### src/rtl/serial_addsub_unit_if.sv
// Handshake/operand bundle for serial_addsub_unit.
// The master drives a request and the operands, and the slave returns the result and status flags.
interface serial_addsub_unit_if #(
  parameter int WIDTH = 32
);
  logic             start;
  logic             op_sub;
  logic             sat;
  logic             carry_in;
  logic [WIDTH-1:0] a;
  logic [WIDTH-1:0] b;
  logic             busy;
  logic             valid;
  logic [WIDTH-1:0] result;
  logic             carry_out;
  logic             overflow;
  logic             zero;
  logic             negative;

  modport master (
    output start, op_sub, sat, carry_in, a, b,
    input  busy, valid, result, carry_out, overflow, zero, negative
  );

  modport slave (
    input  start, op_sub, sat, carry_in, a, b,
    output busy, valid, result, carry_out, overflow, zero, negative
  );
endinterface

### src/rtl/serial_addsub_unit.sv
// Digit-serial two's-complement add/subtract unit. It processes DIGIT bits per clock, LSB first,
// and supports carry chaining, optional signed saturation and status flags.
module serial_addsub_unit #(
  parameter int WIDTH = 32,
  parameter int DIGIT = 4
) (
  input  logic                 clk,
  input  logic                 rst_n,
  serial_addsub_unit_if.slave  bus
);
  localparam int N  = WIDTH / DIGIT;
  localparam int CW = (N > 1) ? $clog2(N) : 1;
  localparam logic [WIDTH-1:0] DMASK = {WIDTH{1'b1}} >> (WIDTH - DIGIT);

  typedef enum logic [1:0] {IDLE, RUN, DONE} state_t;

  state_t           state_q;
  logic [WIDTH-1:0] a_q, b_q, result_q;
  logic             a_msb_q, sat_q, carry_q;
  logic [CW-1:0]    cnt_q;
  logic             busy_q, valid_q, carry_out_q, overflow_q, zero_q, negative_q;

  logic [DIGIT-1:0] dig_d;
  logic             ripple_c, carry_d, cin_top_d, ovf_d, last_d;
  logic [WIDTH-1:0] res_raw_d, res_fin_d;
  int               idx;

  // Operands shift right each cycle, so the active digit always sits in the low DIGIT bits.
  always_comb begin
    ripple_c  = carry_q;
    cin_top_d = 1'b0;
    dig_d     = '0;
    for (int unsigned i = 0; i < DIGIT; i++) begin
      if (i == DIGIT - 1) cin_top_d = ripple_c;
      dig_d[i] = a_q[i] ^ b_q[i] ^ ripple_c;
      ripple_c = (a_q[i] & b_q[i]) | (ripple_c & (a_q[i] ^ b_q[i]));
    end
    carry_d   = ripple_c;
    ovf_d     = cin_top_d ^ carry_d;
    last_d    = (cnt_q == CW'(N - 1));
    idx       = int'(cnt_q) * DIGIT;
    res_raw_d = (result_q & ~(DMASK << idx)) | (WIDTH'(dig_d) << idx);
    res_fin_d = res_raw_d;
    if (sat_q && ovf_d)
      res_fin_d = a_msb_q ? {1'b1, {(WIDTH-1){1'b0}}} : {1'b0, {(WIDTH-1){1'b1}}};
  end

  always_ff @(posedge clk or negedge rst_n) begin
    if (!rst_n) begin
      state_q     <= IDLE;
      a_q         <= '0;
      b_q         <= '0;
      result_q    <= '0;
      a_msb_q     <= 1'b0;
      sat_q       <= 1'b0;
      carry_q     <= 1'b0;
      cnt_q       <= '0;
      busy_q      <= 1'b0;
      valid_q     <= 1'b0;
      carry_out_q <= 1'b0;
      overflow_q  <= 1'b0;
      zero_q      <= 1'b0;
      negative_q  <= 1'b0;
    end else begin
      valid_q <= 1'b0;
      if (state_q == RUN) begin
        result_q <= last_d ? res_fin_d : res_raw_d;
        a_q      <= a_q >> DIGIT;
        b_q      <= b_q >> DIGIT;
        carry_q  <= carry_d;
        cnt_q    <= cnt_q + 1'b1;
        if (last_d) begin
          carry_out_q <= carry_d;
          overflow_q  <= ovf_d;
          zero_q      <= (res_fin_d == '0);
          negative_q  <= res_fin_d[WIDTH-1];
          busy_q      <= 1'b0;
          valid_q     <= 1'b1;
          state_q     <= DONE;
        end
      end else if (bus.start) begin
        // Accept from IDLE or DONE. Subtraction is folded in here by inverting b.
        a_q     <= bus.a;
        b_q     <= bus.op_sub ? ~bus.b : bus.b;
        a_msb_q <= bus.a[WIDTH-1];
        sat_q   <= bus.sat;
        carry_q <= bus.carry_in;
        cnt_q   <= '0;
        busy_q  <= 1'b1;
        state_q <= RUN;
      end else begin
        state_q <= IDLE;
      end
    end
  end

  assign bus.busy      = busy_q;
  assign bus.valid     = valid_q;
  assign bus.result    = result_q;
  assign bus.carry_out = carry_out_q;
  assign bus.overflow  = overflow_q;
  assign bus.zero      = zero_q;
  assign bus.negative  = negative_q;
endmodule

### src/flat_wrapper.sv
// flat-port wrapper written by rule: the top's interface ports become plain ports
module serial_addsub_unit_flat 
#(
  parameter int WIDTH = 32,
  parameter int DIGIT = 4
)
  (clk, rst_n, bus_start, bus_op_sub, bus_sat, bus_carry_in, bus_a, bus_b, bus_busy, bus_valid, bus_result, bus_carry_out, bus_overflow, bus_zero, bus_negative);
  serial_addsub_unit_if #(.WIDTH(WIDTH)) bus_i ();
  input  logic clk;
  input  logic rst_n;
  input wire logic [$bits(bus_i.start)-1:0] bus_start;
  input wire logic [$bits(bus_i.op_sub)-1:0] bus_op_sub;
  input wire logic [$bits(bus_i.sat)-1:0] bus_sat;
  input wire logic [$bits(bus_i.carry_in)-1:0] bus_carry_in;
  input wire logic [$bits(bus_i.a)-1:0] bus_a;
  input wire logic [$bits(bus_i.b)-1:0] bus_b;
  output wire logic [$bits(bus_i.busy)-1:0] bus_busy;
  output wire logic [$bits(bus_i.valid)-1:0] bus_valid;
  output wire logic [$bits(bus_i.result)-1:0] bus_result;
  output wire logic [$bits(bus_i.carry_out)-1:0] bus_carry_out;
  output wire logic [$bits(bus_i.overflow)-1:0] bus_overflow;
  output wire logic [$bits(bus_i.zero)-1:0] bus_zero;
  output wire logic [$bits(bus_i.negative)-1:0] bus_negative;
  assign bus_i.start = bus_start;
  assign bus_i.op_sub = bus_op_sub;
  assign bus_i.sat = bus_sat;
  assign bus_i.carry_in = bus_carry_in;
  assign bus_i.a = bus_a;
  assign bus_i.b = bus_b;
  assign bus_busy = bus_i.busy;
  assign bus_valid = bus_i.valid;
  assign bus_result = bus_i.result;
  assign bus_carry_out = bus_i.carry_out;
  assign bus_overflow = bus_i.overflow;
  assign bus_zero = bus_i.zero;
  assign bus_negative = bus_i.negative;
  serial_addsub_unit #(.WIDTH(WIDTH), .DIGIT(DIGIT)) u_core (.clk(clk), .rst_n(rst_n), .bus(bus_i));
endmodule
### config.mk
export PLATFORM = sky130hd
export DESIGN_NAME = serial_addsub_unit_flat
export DESIGN_NICKNAME = d
export VERILOG_FILES = /design/src/rtl/serial_addsub_unit_if.sv /design/src/rtl/serial_addsub_unit.sv /design/src/flat_wrapper.sv
export SDC_FILE = /design/constraint.sdc
export NUM_CORES = 1
export LEC_CHECK = 0
export ABC_CLOCK_PERIOD_IN_PS = 10950
export CAP_MARGIN = 30
export CORE_ASPECT_RATIO = 1.1
export CORE_UTILIZATION = 25
export CTS_CLUSTER_DIAMETER = 50
export CTS_CLUSTER_SIZE = 28
export DETAILED_ROUTE_END_ITERATION = 10
export GPL_TIMING_DRIVEN = 0
export SLEW_MARGIN = 20
export SYNTH_ARGS = -nofsm -noshare
export SYNTH_HDL_FRONTEND = slang
export SYNTH_SLANG_ARGS = --single-unit
### constraint.sdc
create_clock -name clk -period 10.95 [get_ports clk]
set_clock_uncertainty 0.05 [all_clocks]
set_input_delay 2.19 -clock clk [delete_from_list [all_inputs] [get_ports clk]]
set_output_delay 2.19 -clock clk [all_outputs]
set_load 0.05 [all_outputs]
==> metrics.txt, run 1 <==
# TYPE chip_impl_metric gauge
chip_impl_metric{name="pwr-share-seq",unit="%"} 31.9
chip_impl_info{name="top_post_synthesis_cells_by_area",value="sky130_fd_sc_hd__dfrtp_1, sky130_fd_sc_hd__o21ai_0, sky130_fd_sc_hd__nand2_1"} 1
chip_impl_metric{name="muxShareOfSynthArea",unit="%"} 6.806
chip_impl_metric{name="worst_setup_hold_path_clk_slew",unit="ps"} 80
chip_impl_metric{name="post_synth_num_cell_types",unit=""} 45
chip_impl_metric{name="clock_tree.buffer_depth",unit=""} 2
chip_impl_metric{name="maxSlewHeadroom",unit="%"} 51.21
chip_impl_info{name="whs_endpoint",value="u_core.a_q[13]"} 1
chip_impl_metric{name="globalplace.congestion",unit=""} 0.9210
chip_impl_info{name="critical_path.most_common_cell",value="sky130_fd_sc_hd__fa_1"} 1
chip_impl_info{name="tritoncts",value="done"} 1
chip_impl_info{name="crit-reg2reg-capture",value="u_core.bus.result[16]"} 1
chip_impl_metric{name="drt-total-wl",unit="um"} 17130
chip_impl_metric{name="cts_hold_repair.buffers",unit=""} 0
chip_impl_info{name="cts-root-buf",value="sky130_fd_sc_hd__clkbuf_16"} 1
chip_impl_info{name="largest_family_of_logic_cells_by_synthesized_area",value="compound AO/OA/AOI/OAI gates"} 1
chip_impl_metric{name="flip_flop_and_latch_count_after_synthesis",unit=""} 110
chip_impl_metric{name="synth-warning-count",unit=""} 0
chip_impl_metric{name="core_region_area",unit="um^2"} 22180
chip_impl_metric{name="wire_per_inst",unit="um"} 16.84
chip_impl_metric{name="hold_depth",unit=""} 2
chip_impl_metric{name="number_of_inserted_filler_cells_in_the_final_layout",unit=""} 2315
chip_impl_info{name="critical_path.cell_chain",value="inv_1 -> fa_1 -> inv_1 -> fa_1 -> fa_1 -> fa_1 -> xor2_1 -> and3_1 -> clkbuf_1 -> and2_1 -> clkbuf_1 -> a211oi_1 -> a21o_1"} 1
chip_impl_metric{name="ir_drop",unit="V"} 0.0001024
chip_impl_metric{name="power.static_leakage",unit="uW"} 0.003211
chip_impl_info{name="hold_sp",value="u_core.a_q[17]"} 1
chip_impl_metric{name="drt-vias-per-instance",unit=""} 4.707
chip_impl_info{name="rsz0062_at_grt",value="no"} 1
chip_impl_info{name="timing_worst_setup_path_type",value="flop to flop"} 1
chip_impl_metric{name="postCtsResizedCells",unit=""} 0
chip_impl_metric{name="worst_ep_arrival_time",unit="ps"} 4120
chip_impl_metric{name="numPortBuffers",unit=""} 105
chip_impl_metric{name="wire_length_the_detailed_router_placed_on_met1",unit="um"} 7702
chip_impl_metric{name="synth_largest_type_area_fraction",unit="%"} 48.46
chip_impl_metric{name="h-tree-depth",unit=""} 3
chip_impl_metric{name="setup_tns",unit="ps"} 0
chip_impl_metric{name="synth_xor_xnor_area_share",unit="%"} 5.088
chip_impl_info{name="critical_path_sink_type",value="flop"} 1
chip_impl_metric{name="drt_drc_violations_left",unit=""} 0
chip_impl_metric{name="final_hold_viol_count",unit=""} 0
chip_impl_metric{name="seq_area_frac_synth",unit="%"} 48.46
chip_impl_metric{name="dr.first_iter.drc_count",unit=""} 321
chip_impl_info{name="run_status",value="finished, final reports clean"} 1
chip_impl_metric{name="timing.critical_path.slowest_cell_delay",unit="ps"} 440
chip_impl_metric{name="clkLatencyLatePin",unit="ps"} 360
chip_impl_info{name="synth_top_flop_cell",value="sky130_fd_sc_hd__dfrtp_1"} 1
chip_impl_metric{name="yosys.area_share.adder",unit="%"} 2.731
chip_impl_metric{name="layout.area.seq",unit="um^2"} 2753
chip_impl_metric{name="grt_overflow_total",unit=""} 0
chip_impl_metric{name="met3_wirelength",unit="um"} 996
chip_impl_metric{name="synth_fp_nets",unit=""} 680
chip_impl_metric{name="met2_routed_wirelength",unit="um"} 8293
chip_impl_metric{name="comb_power_share",unit="%"} 51.8
chip_impl_metric{name="timing.reg2reg.worst_path_depth",unit=""} 13
chip_impl_metric{name="finalMaxSlewViolations",unit=""} 0
chip_impl_metric{name="tritoncts_buffers",unit=""} 9
chip_impl_metric{name="p_int",unit="uW"} 1175
chip_impl_metric{name="power.clock.fraction",unit="%"} 16.4
chip_impl_metric{name="detail_route.first_pass.iterations",unit=""} 4
chip_impl_metric{name="nNetsFinal",unit=""} 797
chip_impl_metric{name="grt_pass1_wl",unit="um"} 27450
chip_impl_metric{name="achievable-frequency",unit="MHz"} 254.9
chip_impl_metric{name="worstPathBufferInverterCount",unit=""} 4
chip_impl_metric{name="floorplan.die.width",unit="um"} 145.7
chip_impl_metric{name="top_level_ports",unit=""} 108
chip_impl_metric{name="worst_pin_slew",unit="ps"} 731.9
chip_impl_metric{name="r2r_slack",unit="ps"} 7030
chip_impl_metric{name="power.share.switching",unit="%"} 46.23
chip_impl_metric{name="floorplan.die.height",unit="um"} 160.1
chip_impl_metric{name="avgSynthCellArea",unit="um^2"} 9.467
chip_impl_metric{name="gr-usage-all-layers",unit="%"} 15.11
chip_impl_metric{name="via_count_of_the_first_global_routing_pass",unit=""} 4806
chip_impl_metric{name="vias",unit=""} 4787
chip_impl_info{name="synth_common_cells",value="sky130_fd_sc_hd__dfrtp_1, sky130_fd_sc_hd__nand2_1, sky130_fd_sc_hd__o21ai_0"} 1
chip_impl_metric{name="finish.utilization",unit="%"} 33.61
chip_impl_info{name="top_signal_layer_used",value="met4"} 1
chip_impl_metric{name="route.antenna.remaining_nets",unit=""} 0
chip_impl_metric{name="drv.max_cap_violation_count",unit=""} 0
chip_impl_metric{name="post_cts.repair.setup_buffers",unit=""} 0
chip_impl_metric{name="grt_start_max_net_pins",unit=""} 62
chip_impl_metric{name="post_route_cells_drive_above_1_share",unit="%"} 4.017
chip_impl_metric{name="crit_path_max_fanout",unit=""} 10
chip_impl_metric{name="antenna_cells",unit=""} 0
chip_impl_metric{name="synth_instances",unit=""} 600
chip_impl_info{name="hold_path.class",value="flop to flop"} 1
chip_impl_info{name="critical_path.slowest_cell",value="sky130_fd_sc_hd__fa_1"} 1
chip_impl_metric{name="std_cell_rows",unit=""} 57
chip_impl_info{name="r2r_start",value="u_core.b_q[0]"} 1
chip_impl_metric{name="clock_sink_count",unit=""} 110
chip_impl_metric{name="layout_worst_path_cycle_share",unit="%"} 35.82
chip_impl_metric{name="synth_simple_gate_area_share",unit="%"} 11.30
chip_impl_metric{name="finalCriticalPeriod",unit="ps"} 3923
chip_impl_metric{name="antenna_found_initial",unit=""} 0
chip_impl_metric{name="compound_gate_portion_of_the_synthesized_area",unit="%"} 21.52
chip_impl_metric{name="floorplan.initialDensity",unit="%"} 25.61
chip_impl_info{name="crit_family",value="adder cells"} 1
chip_impl_metric{name="netlist_area",unit="um^2"} 5680
chip_impl_metric{name="die_area",unit="um^2"} 23330
chip_impl_info{name="start_kind",value="flop"} 1
chip_impl_metric{name="place_hpwl",unit="um"} 12960
chip_impl_metric{name="postSynth.asyncResetShare",unit="%"} 100.0
chip_impl_metric{name="multiInputGateArea",unit="um^2"} 2695
chip_impl_metric{name="power_density",unit="nW/um^2"} 293.1
chip_impl_metric{name="finalSetupViolations",unit=""} 0
chip_impl_metric{name="p_sw",unit="uW"} 1010
chip_impl_metric{name="syn2layout_area_growth",unit="%"} 31.23
chip_impl_info{name="post_synth_top_area_cell",value="sky130_fd_sc_hd__dfrtp_1"} 1
chip_impl_metric{name="synth_edf_count",unit=""} 0
chip_impl_metric{name="crit_required",unit="ps"} 11150
## cells in the final DEF (no fill, tap or decap), types with 4 or more instances in the layout
master                              n
sky130_fd_sc_hd__a21oi_1            7
sky130_fd_sc_hd__nand2_1          110
sky130_fd_sc_hd__ha_1               6
sky130_fd_sc_hd__mux2i_1           33
sky130_fd_sc_hd__inv_1              8
sky130_fd_sc_hd__nor2b_1            7
sky130_fd_sc_hd__a32oi_1            7
sky130_fd_sc_hd__a21o_1            20
sky130_fd_sc_hd__fa_1               4
sky130_fd_sc_hd__mux2_1             4
sky130_fd_sc_hd__dfrtp_1          110
sky130_fd_sc_hd__nand2b_1           4
sky130_fd_sc_hd__o21ai_0           88
sky130_fd_sc_hd__a22oi_1           13
sky130_fd_sc_hd__clkbuf_1          41
sky130_fd_sc_hd__inv_2              4
sky130_fd_sc_hd__clkbuf_16          9
sky130_fd_sc_hd__a211oi_1          24
sky130_fd_sc_hd__xnor2_1           32
sky130_fd_sc_hd__nor2_1            22
sky130_fd_sc_hd__o21ai_1           15
sky130_fd_sc_hd__clkdlybuf4s50_1  104
## final cells by class
| cell class | count | share of cell area [%] |
|---|---|---|
| inverter | 12 | 0.6042 |
| clock buffer | 12 | 3.575 |
| multi-input combinational | 431 | 36.15 |
| timing repair buffer | 106 | 14.48 |
| sequential | 110 | 36.93 |
| clock inverter | 4 | 0.7889 |
| tap | 295 | 4.951 |
| buffer | 47 | 2.518 |
## registers in the layout (all words and copies together) (netlist names), 2 cells and up
| signal | flops |
|---|---|
| u_core.a_q | 32 |
| u_core.b_q | 32 |
| u_core.bus.result | 32 |
| u_core.cnt_q | 3 |
| u_core.state_q | 2 |
## logic make-up (layout without fill, tap and decap cells)
kind of cell,Yosys count,count (layout)
multiplexers,38,38
XOR/XNOR,33,33
AND/OR/NAND/NOR,155,155
flip-flops,110,110
adder cells (fa/ha/maj),10,10
buffers and inverters,59,181
AO/OA/AOI/OAI,195,195
## worst register-to-register path, stage by stage, from the launching register on
cell                       delay [ps]
sky130_fd_sc_hd__dfrtp_1          400
sky130_fd_sc_hd__inv_1             80
sky130_fd_sc_hd__fa_1             160
sky130_fd_sc_hd__inv_1             50
sky130_fd_sc_hd__fa_1             380
sky130_fd_sc_hd__fa_1             440
sky130_fd_sc_hd__fa_1             440
sky130_fd_sc_hd__xor2_1           320
sky130_fd_sc_hd__and3_1           210
sky130_fd_sc_hd__clkbuf_1         340
sky130_fd_sc_hd__and2_1           250
sky130_fd_sc_hd__clkbuf_1         400
sky130_fd_sc_hd__a211oi_1         110
sky130_fd_sc_hd__a21o_1           180
## per-layer routing
layer | vias up | GRT usage (%)
li1 | 2338 | -
met1 | 2303 | 20.01
met2 | 134 | 25.01
met3 | 12 | 3.800
met4 | 0 | 2.679
met5 | - | 0
## power by group through the flow
stage / sequential (uW) / clock (uW) / combinational, uW
floorplan: 848 / 0 / 577
global placement: 702 / 0 / 1120
detailed placement: 703 / 0 / 1130
CTS: 697 / 368 / 1140
global route: 719 / 382 / 1230
finish: 697 / 357 / 1130
## how the worst max path moves through the flow
stage                        start                    end  slack (ps)  cells past startpoint
global route         u_core.a_q[0]  u_core.bus.result[19]        6760                     13
global placement             rst_n         u_core.a_q[22]        3160                      1
floorplan           u_core.carry_q        u_core.bus.zero        7440                     12
CTS                  u_core.a_q[0]   u_core.bus.result[4]        7020                     13
detailed placement   u_core.a_q[0]   u_core.bus.result[4]        7060                     13
finish               u_core.b_q[0]  u_core.bus.result[16]        7030                     13
## per-stage QoR
| stage | hold slack (ps) | setup slack [ps] | power [uW] | instances | area (um^2) |
|---|---|---|---|---|---|
| after CTS | 431.9 | 7018 | 2200 | 1017 | 7455 |
| after detailed placement | 415.4 | 7057 | 1834 | 1001 | 7129 |
| after global routing | 450.4 | 6762 | 2328 | 1017 | 7455 |
| after floorplan | 394.7 | 7442 | 1424 | 600 | 5680 |
| final | 428.5 | 7027 | 2185 | 1017 | 7455 |
| after global placement | 405.0 | 3159 | 1820 | 1000 | 7101 |
No activity file was read; power rests on OpenSTA's default activity.
==> inputs of run 2 (changes only) <==
--- a/config.mk
+++ b/config.mk
@@ -5,7 +5,7 @@
 export SDC_FILE = /design/constraint.sdc
 export NUM_CORES = 1
 export LEC_CHECK = 0
-export ABC_CLOCK_PERIOD_IN_PS = 10950
+export ABC_CLOCK_PERIOD_IN_PS = 4100
 export CAP_MARGIN = 30
 export CORE_ASPECT_RATIO = 1.1
 export CORE_UTILIZATION = 25
==> constraint.sdc (replaced) <==
create_clock -name clk -period 4.1 [get_ports clk]
set_clock_uncertainty 0.05 [all_clocks]
set_input_delay 0.82 -clock clk [delete_from_list [all_inputs] [get_ports clk]]
set_output_delay 0.82 -clock clk [all_outputs]
set_load 0.05 [all_outputs]
==> metrics.txt, run 2 (synthesis gave the netlist of run 1 again) <==
# TYPE chip_impl_metric gauge
chip_impl_info{name="run_status",value="finished, final reports clean"} 1
chip_impl_metric{name="core_region_area",unit="um^2"} 22180
chip_impl_metric{name="worst_pin_slew",unit="ps"} 731.9
chip_impl_metric{name="number_of_inserted_filler_cells_in_the_final_layout",unit=""} 2315
chip_impl_metric{name="detail_route.first_pass.iterations",unit=""} 5
chip_impl_metric{name="h-tree-depth",unit=""} 3
chip_impl_metric{name="postCtsResizedCells",unit=""} 0
chip_impl_metric{name="power_density",unit="nW/um^2"} 782.5
chip_impl_metric{name="die_area",unit="um^2"} 23330
chip_impl_info{name="start_kind",value="flop"} 1
chip_impl_metric{name="tritoncts_buffers",unit=""} 9
chip_impl_metric{name="floorplan.die.width",unit="um"} 145.7
chip_impl_metric{name="worst_ep_arrival_time",unit="ps"} 4070
chip_impl_metric{name="dr.first_iter.drc_count",unit=""} 345
chip_impl_metric{name="std_cell_rows",unit=""} 57
chip_impl_info{name="tritoncts",value="done"} 1
chip_impl_metric{name="setup_tns",unit="ps"} 0
chip_impl_metric{name="top_level_ports",unit=""} 108
chip_impl_info{name="leading_cell_types_in_the_layout_fill_and_taps_excluded",value="sky130_fd_sc_hd__nand2_1, sky130_fd_sc_hd__dfrtp_1, sky130_fd_sc_hd__clkdlybuf4s50_1"} 1
chip_impl_metric{name="final_hold_viol_count",unit=""} 0
chip_impl_metric{name="antenna_found_initial",unit=""} 0
chip_impl_metric{name="numPortBuffers",unit=""} 105
chip_impl_metric{name="post_route_cells_drive_above_1_share",unit="%"} 4.294
chip_impl_metric{name="dpl_cell_area",unit="um^2"} 7129
chip_impl_metric{name="clock_sink_count",unit=""} 110
chip_impl_metric{name="nNetsFinal",unit=""} 797
chip_impl_metric{name="ir_drop",unit="V"} 0.0002734
chip_impl_metric{name="floorplan.initialDensity",unit="%"} 25.61
chip_impl_metric{name="final_cell_area",unit="um^2"} 7457
chip_impl_info{name="cts-root-buf",value="sky130_fd_sc_hd__clkbuf_16"} 1
chip_impl_metric{name="drt_drc_violations_left",unit=""} 0
chip_impl_info{name="timing_worst_setup_path_type",value="flop to flop"} 1
chip_impl_metric{name="finalSetupViolations",unit=""} 0
chip_impl_metric{name="grt_start_max_net_pins",unit=""} 62
chip_impl_info{name="critical_path_sink_type",value="flop"} 1
chip_impl_metric{name="layout_worst_path_cycle_share",unit="%"} 94.32
chip_impl_metric{name="drv.max_cap_violation_count",unit=""} 0
chip_impl_metric{name="grt_overflow_total",unit=""} 0
chip_impl_metric{name="post-layout-total-power",unit="uW"} 5835
chip_impl_metric{name="wire_per_inst",unit="um"} 16.82
chip_impl_info{name="rsz0062_at_grt",value="no"} 1
chip_impl_metric{name="syn2layout_area_growth",unit="%"} 31.28
chip_impl_metric{name="place_hpwl",unit="um"} 12960
chip_impl_metric{name="via_count_of_the_first_global_routing_pass",unit=""} 4806
chip_impl_metric{name="clock_tree.buffer_depth",unit=""} 2
chip_impl_metric{name="worst_setup_hold_path_clk_slew",unit="ps"} 80
chip_impl_metric{name="numPlacedInstances",unit=""} 1001
chip_impl_metric{name="crit_required",unit="ps"} 4300
chip_impl_metric{name="grt_pass1_wl",unit="um"} 27450
chip_impl_metric{name="antenna_cells",unit=""} 0
chip_impl_metric{name="floorplan.die.height",unit="um"} 160.1
chip_impl_metric{name="finalMaxSlewViolations",unit=""} 0
chip_impl_metric{name="gr-usage-all-layers",unit="%"} 15.11
chip_impl_metric{name="post_cts.repair.setup_buffers",unit=""} 0
chip_impl_metric{name="clkLatencyLatePin",unit="ps"} 360
chip_impl_metric{name="power.static_leakage",unit="uW"} 0.003217
chip_impl_metric{name="final_cells",unit=""} 1017
chip_impl_metric{name="vias",unit=""} 4791
chip_impl_metric{name="cts_hold_repair.buffers",unit=""} 0
chip_impl_metric{name="finalCriticalPeriod",unit="ps"} 3867
chip_impl_metric{name="crit_path_max_fanout",unit=""} 6
chip_impl_metric{name="drt-total-wl",unit="um"} 17110
chip_impl_metric{name="drt-vias-per-instance",unit=""} 4.711
chip_impl_metric{name="globalplace.congestion",unit=""} 0.9210
chip_impl_metric{name="route.antenna.remaining_nets",unit=""} 0
chip_impl_metric{name="maxSlewHeadroom",unit="%"} 51.21
chip_impl_info{name="hold_path.class",value="primary input to asynchronous set/reset pin"} 1
chip_impl_metric{name="achievable-frequency",unit="MHz"} 258.6
[run 2: cell counts in the layout (fill, tap and decap cells not counted)]
Identical to the previous run, type by type.
[run 2: metrics by stage]
stage	setup WS (ps)	hold slack (ps)	util, %
3_3_place_gp	-2321	405.0	32.01
4_1_cts	167.9	369.8	33.61
6_report	232.9	355.1	33.62
3_5_place_dp	207.3	415.4	32.14
5_1_grt	87.62	388.4	33.62
2_1_floorplan	591.8	394.7	-
[run 2: worst paths after layout]
path / startpoint / to / slack [ps] / cells after the start
worst max register to register: u_core.b_q[0] / u_core.bus.zero / 230 / 11
worst min-delay path: rst_n / u_core.bus.result[23] / 360 / 1
max in group asynchronous: rst_n / u_core.a_q[24] / 2990 / 2
min in group clk: u_core.a_q[17] / u_core.a_q[13] / 430 / 2
worst max-delay path: u_core.b_q[0] / u_core.bus.zero / 230 / 11
worst min register to register: u_core.a_q[17] / u_core.a_q[13] / 430 / 2
[run 2: critical path, stage by stage, from the launching register on]
cell                       delay (ps)
sky130_fd_sc_hd__dfrtp_1          400
sky130_fd_sc_hd__inv_1             80
sky130_fd_sc_hd__fa_1             160
sky130_fd_sc_hd__inv_1             50
sky130_fd_sc_hd__fa_1             380
sky130_fd_sc_hd__fa_1             440
sky130_fd_sc_hd__fa_1             620
sky130_fd_sc_hd__nor2b_1          270
sky130_fd_sc_hd__a32oi_1          320
sky130_fd_sc_hd__o211ai_1         160
sky130_fd_sc_hd__or4_1            510
sky130_fd_sc_hd__o41ai_2          310
[run 2: final cells by class]
cell class | instances | area, um^2 | share of cell area (%)
buffer | 47 | 190.2 | 2.550
clock buffer | 12 | 266.5 | 3.574
clock inverter | 4 | 58.81 | 0.7886
inverter | 12 | 45.04 | 0.6040
multi-input combinational | 431 | 2695 | 36.14
sequential | 110 | 2753 | 36.91
tap | 295 | 369.1 | 4.950
timing repair buffer | 106 | 1080 | 14.48
[run 2: report_power, final]
group          switching, uW  leakage [uW]  internal, uW  total [uW]
sequential               325       0.00140          1540        1860
clock                    423      0.000161           532         955
combinational           1950       0.00166          1070        3020
total                   2700       0.00322          3140        5840
[run 2: per-layer routing]
| layer | track usage [%] | up-vias | part of all wire, % |
|---|---|---|---|
| met2 | 25.01 | 137 | 48 |
| li1 | - | 2339 | - |
| met4 | 2.679 | 0 | 0.77 |
| met3 | 3.800 | 12 | 5.5 |
| met5 | 0 | - | 0 |
| met1 | 20.01 | 2303 | 45 |
